### src/rtl/hsv_core_pkg.sv
// rtl/hsv_core_pkg.sv - shared types and constants for the hsv core commit path
package hsv_core_pkg;

    localparam int COMMIT_TAG_W = 4;
    localparam logic [31:0] TRAP_VECTOR_DEFAULT = 32'h0000_0100;

    typedef logic [COMMIT_TAG_W-1:0] commit_tag;

    typedef struct packed {
        logic [31:0] pc;
        commit_tag   tag;
        logic [4:0]  rd;
        logic [31:0] result;
        logic        writeback;
        logic        jump;
        logic [31:0] next_pc;
        logic        trap;
    } commit_data_t;

    typedef enum logic [1:0] {
        COMMIT_RUN,
        COMMIT_FLUSH,
        COMMIT_REDIRECT
    } commit_state_t;

endpackage

### src/rtl/hsv_core_commit_select.sv
// rtl/hsv_core_commit_select.sv - tag matcher and lowest-index priority grant
module hsv_core_commit_select
    import hsv_core_pkg::*;
#(
    parameter int NUM_UNITS = 2
) (
    input  commit_data_t [NUM_UNITS-1:0] commit_data,
    input  logic [NUM_UNITS-1:0]         valid,
    input  commit_tag                    next_tag,
    output logic [NUM_UNITS-1:0]         match,
    output logic [NUM_UNITS-1:0]         grant,
    output commit_data_t                 sel_data
);

    always_comb begin
        match    = '0;
        grant    = '0;
        sel_data = '0;
        for (int i = 0; i < NUM_UNITS; i++) begin
            match[i] = valid[i] && (commit_data[i].tag == next_tag);
        end
        // Ascending scan with an empty-grant guard keeps the lowest index.
        for (int i = 0; i < NUM_UNITS; i++) begin
            if (match[i] && (grant == '0)) begin
                grant[i] = 1'b1;
                sel_data = commit_data[i];
            end
        end
    end

endmodule

### src/rtl/hsv_core_commit.sv
// rtl/hsv_core_commit.sv - in-order commit stage with flush and redirect control
module hsv_core_commit
    import hsv_core_pkg::*;
#(
    parameter int          NUM_UNITS   = 2,
    parameter int          TAG_W       = COMMIT_TAG_W,
    parameter logic [31:0] TRAP_VECTOR = TRAP_VECTOR_DEFAULT
) (
    input  logic                         clk_core,
    input  logic                         rst_core,
    input  commit_data_t [NUM_UNITS-1:0] in_commit_data,
    input  logic [NUM_UNITS-1:0]         in_valid,
    output logic [NUM_UNITS-1:0]         in_ready,
    input  logic [NUM_UNITS-1:0]         flush_ack,
    output logic                         flush_req,
    output logic                         wr_en,
    output logic [4:0]                   wr_rd,
    output logic [31:0]                  wr_value,
    output logic                         retire_valid,
    output logic [TAG_W-1:0]             retire_tag,
    output logic                         redirect_valid,
    output logic [31:0]                  redirect_pc
);

    commit_state_t          state;
    logic [TAG_W-1:0]       next_tag;
    logic [NUM_UNITS-1:0]   match;
    logic [NUM_UNITS-1:0]   grant;
    commit_data_t           sel_data;
    logic                   handshake;
    logic                   commit_unused;

    hsv_core_commit_select #(
        .NUM_UNITS (NUM_UNITS)
    ) u_select (
        .commit_data (in_commit_data),
        .valid       (in_valid),
        .next_tag    (next_tag),
        .match       (match),
        .grant       (grant),
        .sel_data    (sel_data)
    );

    assign in_ready      = (state == COMMIT_RUN && !rst_core) ? grant : '0;
    assign handshake     = |in_ready;
    assign commit_unused = &{1'b0, sel_data.pc};

    always_ff @(posedge clk_core) begin
        if (rst_core) begin
            state          <= COMMIT_RUN;
            next_tag       <= '0;
            flush_req      <= 1'b0;
            wr_en          <= 1'b0;
            wr_rd          <= '0;
            wr_value       <= '0;
            retire_valid   <= 1'b0;
            retire_tag     <= '0;
            redirect_valid <= 1'b0;
            redirect_pc    <= '0;
        end else begin
            wr_en          <= 1'b0;
            retire_valid   <= 1'b0;
            redirect_valid <= 1'b0;
            case (state)
                COMMIT_RUN: begin
                    if (handshake) begin
                        retire_valid <= 1'b1;
                        retire_tag   <= sel_data.tag;
                        wr_en        <= sel_data.writeback && (sel_data.rd != 5'd0) && !sel_data.trap;
                        wr_rd        <= sel_data.rd;
                        wr_value     <= sel_data.result;
                        next_tag     <= next_tag + 1'b1;
                        if (sel_data.jump || sel_data.trap) begin
                            state       <= COMMIT_FLUSH;
                            flush_req   <= 1'b1;
                            redirect_pc <= sel_data.trap ? TRAP_VECTOR : sel_data.next_pc;
                        end
                    end
                end
                COMMIT_FLUSH: begin
                    // Acks must all be high together; a stale earlier ack does not count.
                    if (&flush_ack) begin
                        state          <= COMMIT_REDIRECT;
                        flush_req      <= 1'b0;
                        redirect_valid <= 1'b1;
                        next_tag       <= '0;
                    end
                end
                COMMIT_REDIRECT: begin
                    state <= COMMIT_RUN;
                end
                default: begin
                    state <= COMMIT_RUN;
                end
            endcase
        end
    end

    always_ff @(posedge clk_core) begin
        if (!rst_core && state == COMMIT_RUN) begin
            assert ($onehot0(match));
        end
    end

endmodule

### config.mk
export PLATFORM = sky130hd
export DESIGN_NAME = hsv_core_commit
export DESIGN_NICKNAME = d
export VERILOG_FILES = /design/src/rtl/hsv_core_pkg.sv /design/src/rtl/hsv_core_commit_select.sv /design/src/rtl/hsv_core_commit.sv
export SDC_FILE = /design/constraint.sdc
export NUM_CORES = 1
export LEC_CHECK = 0
export CELL_PAD_IN_SITES_DETAIL_PLACEMENT = 1
export CELL_PAD_IN_SITES_GLOBAL_PLACEMENT = 1
export CORE_MARGIN = 10
export CORE_UTILIZATION = 25
export CTS_BUF_LIST = sky130_fd_sc_hd__clkbuf_4 sky130_fd_sc_hd__clkbuf_8
export DETAILED_ROUTE_END_ITERATION = 7
export GPL_ROUTABILITY_DRIVEN = 0
export PLACE_DENSITY = 0.95
export SETUP_SLACK_MARGIN = 0.05
export SYNTH_ARGS = -nofsm -noshare
export SYNTH_HDL_FRONTEND = slang
export SYNTH_SLANG_ARGS = --single-unit
### constraint.sdc
create_clock -name clk_core -period 3.1 [get_ports clk_core]
set_input_delay 0.31 -clock clk_core [delete_from_list [all_inputs] [get_ports clk_core]]
set_output_delay 0.31 -clock clk_core [all_outputs]
set_load 0.01 [all_outputs]
After elaboration in Yosys (flattened, before gate mapping)
Cells that the tools add are included.
- bits in registers: 83
- latch bits: 0
- RAM bits: 0
- ROM bits: 0
- input port bits: 222
- output and inout bits: 79
- logic and storage cells: 62
- memories kept: 0
- $add $sub $neg: 1
- $mul: 0
- div/mod/pow operators: 0
- magnitude comparators: 0
- equality and inequality tests: 6
- shift-type cells: 0
- muxes and demuxes: 19
- bitwise operators: 4
- reduce and logical (&&, ||, !) cells: 22
- operator list (kind ; number):
    76-bit two-way mux ; 2
    32-bit two-way mux ; 1
    3-bit AND reduction ; 3
    4-bit == test ; 2
    2-bit two-way mux ; 4
    4-bit two-way mux ; 2
    4-bit case mux with 2 select lines ; 1
    1-bit two-way mux ; 7
    1-bit logical AND ; 6
    2-bit OR reduction ; 3
    5-bit nonzero test ; 1
    4-bit by 1-bit adder with 4-bit output (second input constant) ; 1
    2-bit != test (second input constant) ; 2
    1-bit NOT ; 4
    2-bit case mux with 2 select lines ; 1
    2-bit AND reduction ; 2
    4-bit AND reduction ; 1
    3-bit OR reduction ; 1
    2-bit by 1-bit == test with 1-bit output (second input constant) ; 1
    1-bit logical NOT ; 2
    2-bit logical NOT ; 1
    2-bit by 1-bit != test with 1-bit output (second input constant) ; 1
    1-bit case mux with 2 select lines ; 1
    2-bit nonzero test ; 1
    1-bit logical OR ; 1

Longest topological paths before layout
Gate-level depths: netlist of run 1.
- word-level depth: 10
- depth in mapped cells: 12
- depth with buffers taken out: 7

Hierarchy
A second synthesis of run 1 with hierarchy kept.
- cell total of the unflattened synthesis: 695
- area, all modules: 5361.4 um^2
- by module, submodules not included (module ; instances ; cells each ; area an instance (um^2) ; seq. area each (um^2)):
    hsv_core_commit ; 1 ; 307 ; 3046.7 ; 1661.6
    hsv_core_commit_select ; 1 ; 388 ; 2314.7 ; 0.0

Worst setup path before layout of run 1
Ideal clock, no wire load.
- kind: register -> register
- from: reg next_tag[0]
- to: reg redirect_pc[8]
- library setup time: 0.123 ns
- arrival time: 1.815 ns
- path slack: 1.162 ns
- stages on the path, launching flop included: 10
- path buffers: 3
- clock period less this slack: 1.938 ns
- path through: dfxtp_1 > buf_6 > xnor2_2 > nand3_1 > or2_1 > buf_2 > a21o_1 > buf_6 > a21oi_4 > mux2_1
- word-level cells in the longest chain between the ends: 9
- RTL lines (item ; RTL line ; source):
    start: declaration ; hsv_core_commit.sv:26 ; logic [TAG_W-1:0] next_tag;
    start signal: assignment ; hsv_core_commit.sv:72 ; next_tag <= next_tag + 1'b1;
    4-bit == test ; hsv_core_commit_select.sv:20 ; match[i] = valid[i] && (commit_data[i].tag == next_tag);
    1-bit logical AND ; hsv_core_commit_select.sv:20 ;
    1-bit two-way mux ; hsv_core_commit_select.sv:24 ; if (match[i] && (grant == '0)) begin
    1-bit NOT ; hsv_core_commit_select.sv:24 ;
    1-bit logical AND ; hsv_core_commit_select.sv:24 ;
    1-bit two-way mux ; hsv_core_commit_select.sv:24 ;
    2-bit two-way mux ; hsv_core_commit.sv:44 ; assign in_ready = (state == COMMIT_RUN && !rst_core) ? grant : '0;
    2-bit OR reduction ; hsv_core_commit.sv:45 ; assign handshake = |in_ready;
    3-bit AND reduction (no source line) ; n/a ;
    end signal: assignment ; hsv_core_commit.sv:76 ; redirect_pc <= sel_data.trap ? TRAP_VECTOR : sel_data.next_pc;
    end: declaration ; hsv_core_commit.sv:22 ; output logic [31:0] redirect_pc
Several ways; a longest one is shown, not always the timed one.
A chain may end at the register's enable or synchronous reset.

Worst setup path in the final report of run 1
- from: reg next_tag[0]
- to: out in_ready[1]
- word-level cells in the longest chain between the ends: 7
- RTL lines (item ; RTL line ; source):
    4-bit == test ; hsv_core_commit_select.sv:20 ;
    1-bit logical AND ; hsv_core_commit_select.sv:20 ;
    1-bit two-way mux ; hsv_core_commit_select.sv:24 ;
    1-bit NOT ; hsv_core_commit_select.sv:24 ;
    1-bit logical AND * ; hsv_core_commit_select.sv:24 ;
    1-bit two-way mux * ; hsv_core_commit_select.sv:24 ;
    2-bit two-way mux * ; hsv_core_commit.sv:44 ;
    end: declaration ; hsv_core_commit.sv:13 ; output logic [NUM_UNITS-1:0] in_ready,
Mark *: on every way between the ends. The rest lies on a longest branch, timed or not.

==> results of run 1 <==
area by class of cell:
type                            instances  area [µm²]
Clock buffer                           12         159
Fill cell                            1760        8610
Inverter                               24        91.3
Sequential cell                        83        1660
Multi-Input combinational cell        284        1880
Clock inverter                          4        72.6
Timing Repair Buffer                  251        2500
Tap cell                              188         235
synthesized netlist by cell type, types with 8 or more instances:
library cell   n  area (µm²)
and3_1        32         200
buf_6          9         101
a21oi_1       35         175
nand2b_1       9        56.3
nor3_1        44         220
a221oi_1      40         350
nor2_1        49         184
o32ai_1       23         201
clkbuf_1      27         101
o32ai_2        8         130
inv_1         23        86.3
dfxtp_1       83        1660
sequential cells by signal (all words and copies together) (netlist names), 2 cells and up:
name / flops
redirect_pc: 32
wr_value: 32
wr_rd: 5
next_tag: 4
retire_tag: 4
state: 2
per-layer routing:
layer / global-route usage (%) / up-vias / routed length, µm
li1: - / 2052 / -
met1: 17.9 / 2094 / 6900
met2: 28.0 / 144 / 9220
met3: 4.10 / 21 / 1100
met4: 6.49 / 0 / 378
met5: 0 / - / 0
worst max-delay path, delay by kind of cell (launching register included):
kind | cells | cell delay (ns)
xor gates and xnor gates | 1 | 0.16
buffers and inverters | 2 | 0.78
DFF | 1 | 0.52
and+or+nand+nor | 3 | 0.52
stage by stage:
stage / cells / setup slack [ns] / area [µm²] / hold WS (ns) / utilization [%]
floorplan: 438 / 1.16 / 3880 / 0.483 / -
global placement: 830 / 0.244 / 6360 / 0.459 / 41.9
detailed placement: 830 / 0.169 / 6360 / 0.466 / 41.9
CTS: 846 / 0.420 / 6590 / 0.480 / 43.4
global route: 846 / 0.281 / 6590 / 0.503 / 43.4
finish: 846 / 0.460 / 6590 / 0.477 / 43.4
final timing paths:
check / startpoint / end / slack, ns / depth (start not counted)
worst max-delay path: next_tag[0] / in_ready[1] / 0.46 / 6
worst min-delay path: redirect_pc[2] / redirect_pc[2] / 0.48 / 2
worst max register to register: next_tag[0] / wr_value[16] / 0.52 / 8
worst min register to register: redirect_pc[2] / redirect_pc[2] / 0.48 / 2
cell families after synthesis:
logic type	count (synthesis)
DFF	83
and+or+nand+nor	153
muxes	2
xor gates and xnor gates	9
adders and majority gates	1
AOI/OAI and AO/OA	119
buffers and inverters	71
power by group:
group | switching (mW) | internal, mW | total [mW]
logic | 0.119 | 0.227 | 0.346
clock network | 0.419 | 0.506 | 0.925
registers | 0.00756 | 1.08 | 1.09
==> summary.md, run 1 <==
| Metric | Value |
|---|---|
| DPL Wire Length | `13600 µm` |
| Min-delay worst type | `reg -> reg` |
| RSZ-0062 raised after global routing | `no` |
| Core Area | `15200 µm²` |
| Total grt overflow | `0` |
| Slew HR | `59.3%` |
| Max incr delay on CP | `0.62 ns` |
| Netlist cell types | `42` |
| FF+latch count, synth | `83` |
| Antenna cells | `0` |
| Post-route clock period utilization | `85.2%` |
| Die area | `20900 µm²` |
| Pleak | `2.37 nW` |
| Synth Area in Simple Gates | `20.3%` |
| CTS root buf | `clkbuf_8` |
| PD cells | `358 nW/µm²` |
| Status | `finished, final reports clean` |
| Multiplexer area fraction after synthesis | `0.548%` |
| Die X | `145 µm` |
| CTS sink count | `83` |
| Worst skew pair latency | `0.36 ns` |
| PortBufs | `236` |
| Post-synth EDFFs | `0` |
| Final ANT Viol Nets | `0` |
| Initial antenna violation count | `0` |
| Post-Route Setup TNS | `0 ns` |
| Sequential area share after synthesis | `42.8%` |
| Critical Path End Type | `output port` |
| CP required | `2.79 ns` |
| Prevailing post-synth register cell | `dfxtp_1` |
| Yosys Warn Count | `0` |
| Most frequent cells in the layout | `clkdlybuf4s50_1 (235), dfxtp_1 (83), nor2_1 (47), nor3_1 (44), a221oi_1 (40)` |
| Num rows | `45` |
| Mapped Cells | `438` |
| Asr flop ratio synth | `0%` |
| Final Hold Vio Count | `0` |
| Post-synth net total | `661` |
| Fmax | `379 MHz` |
| Post-Route WL | `17600 µm` |
| WP data arrival | `2.33 ns` |
| Die height | `145 µm` |
| Hold_buf cts | `0` |
| CTS clk-pin slew, worst paths | `0.08 ns` |
| Area delta synth->final | `69.8%` |
| CP Class | `reg -> out` |
| CTS tree | `yes` |
| H-tree depth | `3` |
| CP Cell Sequence | `xnor2_2, nand3_1, or2_1, buf_4, nor3_1, clkdlybuf4s50_1` |
| Final Power | `2.36 mW` |
| CTS buffer count | `9` |
| Post-CTS Setup Bufs | `0` |
| Initial DRC Count | `194` |
| # IOs | `301` |
| Post-CTS Resized | `0` |
| CP startpoint kind | `register` |
| Slowest CP cell | `clkdlybuf4s50_1` |
| Combinational family with the most area after synthesis | `compound AO/OA/AOI/OAI gates` |
| XOR/XNOR Fraction of Synth Area | `2.22%` |
| Final min period | `2.64 ns` |
| First-pass GRT wire length | `26000 µm` |
| Vias | `4311` |
| Initial Util | `25.5%` |
| Post-synthesis compound-gate area fraction | `24.8%` |
| Drt pass-1 iters | `4` |
| CTS max path bufs | `2` |
| Worst-Margin Slew | `0.610 ns` |
| Vias in the first global route | `4532` |
| Share of cells above drive strength 1 | `7.60%` |
| Post-Synth Adder-Cell Area | `0.322%` |
| Max Cap Violations | `0` |
| CP max FO | `7` |
| DRC errors left | `0` |
| Cell Area, Synth | `3880 µm²` |
| Avg Cell Area, Syn | `8.86 µm²` |
| Drt via density | `5.10` |
| Global Route Usage Sum | `15.9%` |
| Largest net degree at the start of global routing | `54` |
| Most common cell after layout, fill and taps aside | `clkdlybuf4s50_1` |
| Clock skew | `0.00811 ns` |
| Setup-failing EPs final | `0` |
| Post-DR wirelength/cell | `20.8 µm` |
| Peak VDD IR | `0.000225 V` |
| Final-report max-slew violation count | `0` |
| Fin nets | `876` |
Power figures use the tool's default switching activity.
==> inputs of run 2 (changes only) <==
- GPL_TIMING_DRIVEN: unset -> 0
==> run 2 against run 1 <==
Register-to-register slack better by 0.04 ns. Sequential power about the same. Critical path depth up 2. Die area unchanged. Clock power up 2%. Routed wire length up 9.7%. Non-clock buffer count up 31. Via count up 4.6%. Design area up 1.7%. Count of clock-buffer cells in the layout down 1. Cell count up 3.7%. Critical endpoint unchanged.
==> summary.md, run 2 (synthesis results as in run 1) <==
| Metric | Value |
|---|---|
| Vias | `4509` |
| Final core utilization | `44.1%` |
| Largest net degree at the start of global routing | `20` |
| Die height | `145 µm` |
| Min-delay worst type | `in -> reg` |
| Comb pwr share | `15.0%` |
| Num rows | `45` |
| Flop pwr share | `45.5%` |
| Slew HR | `54.3%` |
| Post-Route M1 WL | `7580 µm` |
| Drt pass-1 iters | `5` |
| PortBufs | `235` |
| Post-Route Setup TNS | `0 ns` |
| Total grt overflow | `0` |
| Max Cap Violations | `0` |
| Most common cell after layout, fill and taps aside | `clkdlybuf4s50_1` |
| Final ANT Viol Nets | `0` |
| Core Area | `15200 µm²` |
| # IOs | `301` |
| Hold_buf cts | `0` |
| Met2 WL post-DR | `9720 µm` |
| Clock skew | `0.00804 ns` |
| Placed cell areas | `6470 µm²` |
| Share of cells above drive strength 1 | `7.11%` |
| DR WL met3 | `1290 µm` |
| CTS tree | `yes` |
| Max incr delay on CP | `0.53 ns` |
| Final Non-Filler Cells | `877` |
| Top sig layer | `met4` |
| CTS max path bufs | `2` |
| CP required | `2.79 ns` |
| Crit path buf inv count | `4` |
| Initial DRC Count | `179` |
| CP dominant cell by count | `buf_2` |
| Peak VDD IR | `0.000178 V` |
| Initial Util | `25.5%` |
| Setup-failing EPs final | `0` |
| Fmax | `347 MHz` |
| Internal power | `1.81 mW` |
| Post-route clock period utilization | `93.0%` |
| Final min period | `2.88 ns` |
| Largest registers | `redirect_pc (32), wr_value (32), wr_rd (5)` |
| CTS sink count | `83` |
| Most frequent cells in the layout | `clkdlybuf4s50_1 (235), dfxtp_1 (83), nor2_1 (49), nor3_1 (44), a221oi_1 (40)` |
| Global Route Usage Sum | `17.8%` |
| Switching share of power | `24.1%` |
| Vias in the first global route | `4865` |
| Worst-Margin Slew | `0.686 ns` |
| Final Hold Vio Count | `0` |
| H-tree depth | `3` |
| Die area | `20900 µm²` |
| Die X | `145 µm` |
| Pleak | `2.41 nW` |
| RSZ-0062 raised after global routing | `no` |
| Area delta synth->final | `72.8%` |
| Final Power | `2.39 mW` |
| Placed instance count | `861` |
| Clock share of power | `39.5%` |
| Post-DR wirelength/cell | `22.0 µm` |
| Top Family by Delay on Critical Path | `buffers and inverters` |
| Initial antenna violation count | `0` |
| Worst setup startpoint | `next_tag[0]` |
| DPL Wire Length | `15400 µm` |
| CTS root buf | `clkbuf_8` |
| Worst skew pair latency | `0.38 ns` |
| Antenna cells | `0` |
| CTS buffer count | `9` |
| CTS clk-pin slew, worst paths | `0.09 ns` |
| Final instance area | `6710 µm²` |
| Hold_sp | `rst_core` |
| CP max FO | `19` |
| Drt via density | `5.14` |
| Post-Route WL | `19300 µm` |
| Status | `finished, final reports clean` |
| DRC errors left | `0` |
| PD cells | `356 nW/µm²` |
| Slowest CP cell | `clkdlybuf4s50_1` |
| WP data arrival | `2.57 ns` |
| CP startpoint kind | `register` |
| First-pass GRT wire length | `28300 µm` |
| Critical Path End Type | `output port` |
| CP Cell Sequence | `buf_6, xor2_1, nor2_1, and4_1, buf_2, buf_2, nor3_1, clkdlybuf4s50_1` |
| RR Startpoint | `next_tag[0]` |
| Fin nets | `907` |
| CP Class | `reg -> out` |
| Switch Pwr | `0.576 mW` |
| Final-report max-slew violation count | `0` |
run 2: changes by cell type in the layout (fill, tap and decap cells not counted), moves of 2 or more:
cell      before  now
clkbuf_1       0   27
buf_4         14    3
buf_6          0    9
buf_2          0    6
buf_1          0    2
buf_12         2    0
nor2_1        47   49
nor2_2         2    0
run 2: timing repair:
item,CTS,global route
setup buffers,1,0
endpoints found under the setup margin,2,0
resized for setup,0,0
run 2: path summary, 6_finish.rpt:
| check | slack, ns | to | depth (start not counted) |
|---|---|---|---|
| setup reg to reg | 0.56 | wr_value[24] | 9 |
| setup / recovery | 0.22 | in_ready[1] | 8 |
| hold reg to reg | 0.48 | redirect_pc[28] | 2 |
| hold / removal | 0.41 | redirect_pc[8] | 3 |
run 2: worst register-to-register path: stages, from the launching register on:
cell and delay (ns):
dfxtp_1 0.33, buf_6 0.14, xor2_1 0.15, nor2_1 0.18, and4_1 0.20, buf_2 0.17
buf_2 0.40, clkbuf_1 0.47, a221oi_1 0.21, nor3_1 0.22
run 2: area by class of cell:
| class | count | area (µm²) |
|---|---|---|
| tap | 188 | 235 |
| timing repair buffer | 236 | 2360 |
| buffer | 46 | 255 |
| clock inverter | 5 | 83.8 |
| sequential | 83 | 1660 |
| fill | 1764 | 8490 |
| clock buffer | 11 | 151 |
| multi-input combinational | 284 | 1870 |
| inverter | 24 | 91.3 |
run 2: per-stage QoR:
step	hold slack [ns]	worst slack [ns]
4_1_cts	0.398	0.188
2_1_floorplan	0.483	1.16
6_report	0.413	0.217
3_5_place_dp	0.461	-0.0369
3_3_place_gp	0.449	0.0189
5_1_grt	0.479	0.0677
run 2: power by group through the flow:
stage | Combinational, mW | Clock (mW) | Sequential, mW
3_3_place_gp | 0.349 | 0 | 1.11
5_1_grt | 0.381 | 1.01 | 1.09
4_1_cts | 0.360 | 0.964 | 1.09
3_5_place_dp | 0.358 | 0 | 1.11
6_report | 0.358 | 0.941 | 1.09
2_1_floorplan | 0.0821 | 0 | 1.12
run 2: layer usage:
metal | vias up | global-route usage (%)
met4 | 0 | 9.10
met1 | 2187 | 19.6
met2 | 161 | 30.3
li1 | 2117 | -
met3 | 44 | 5.31
met5 | - | 0
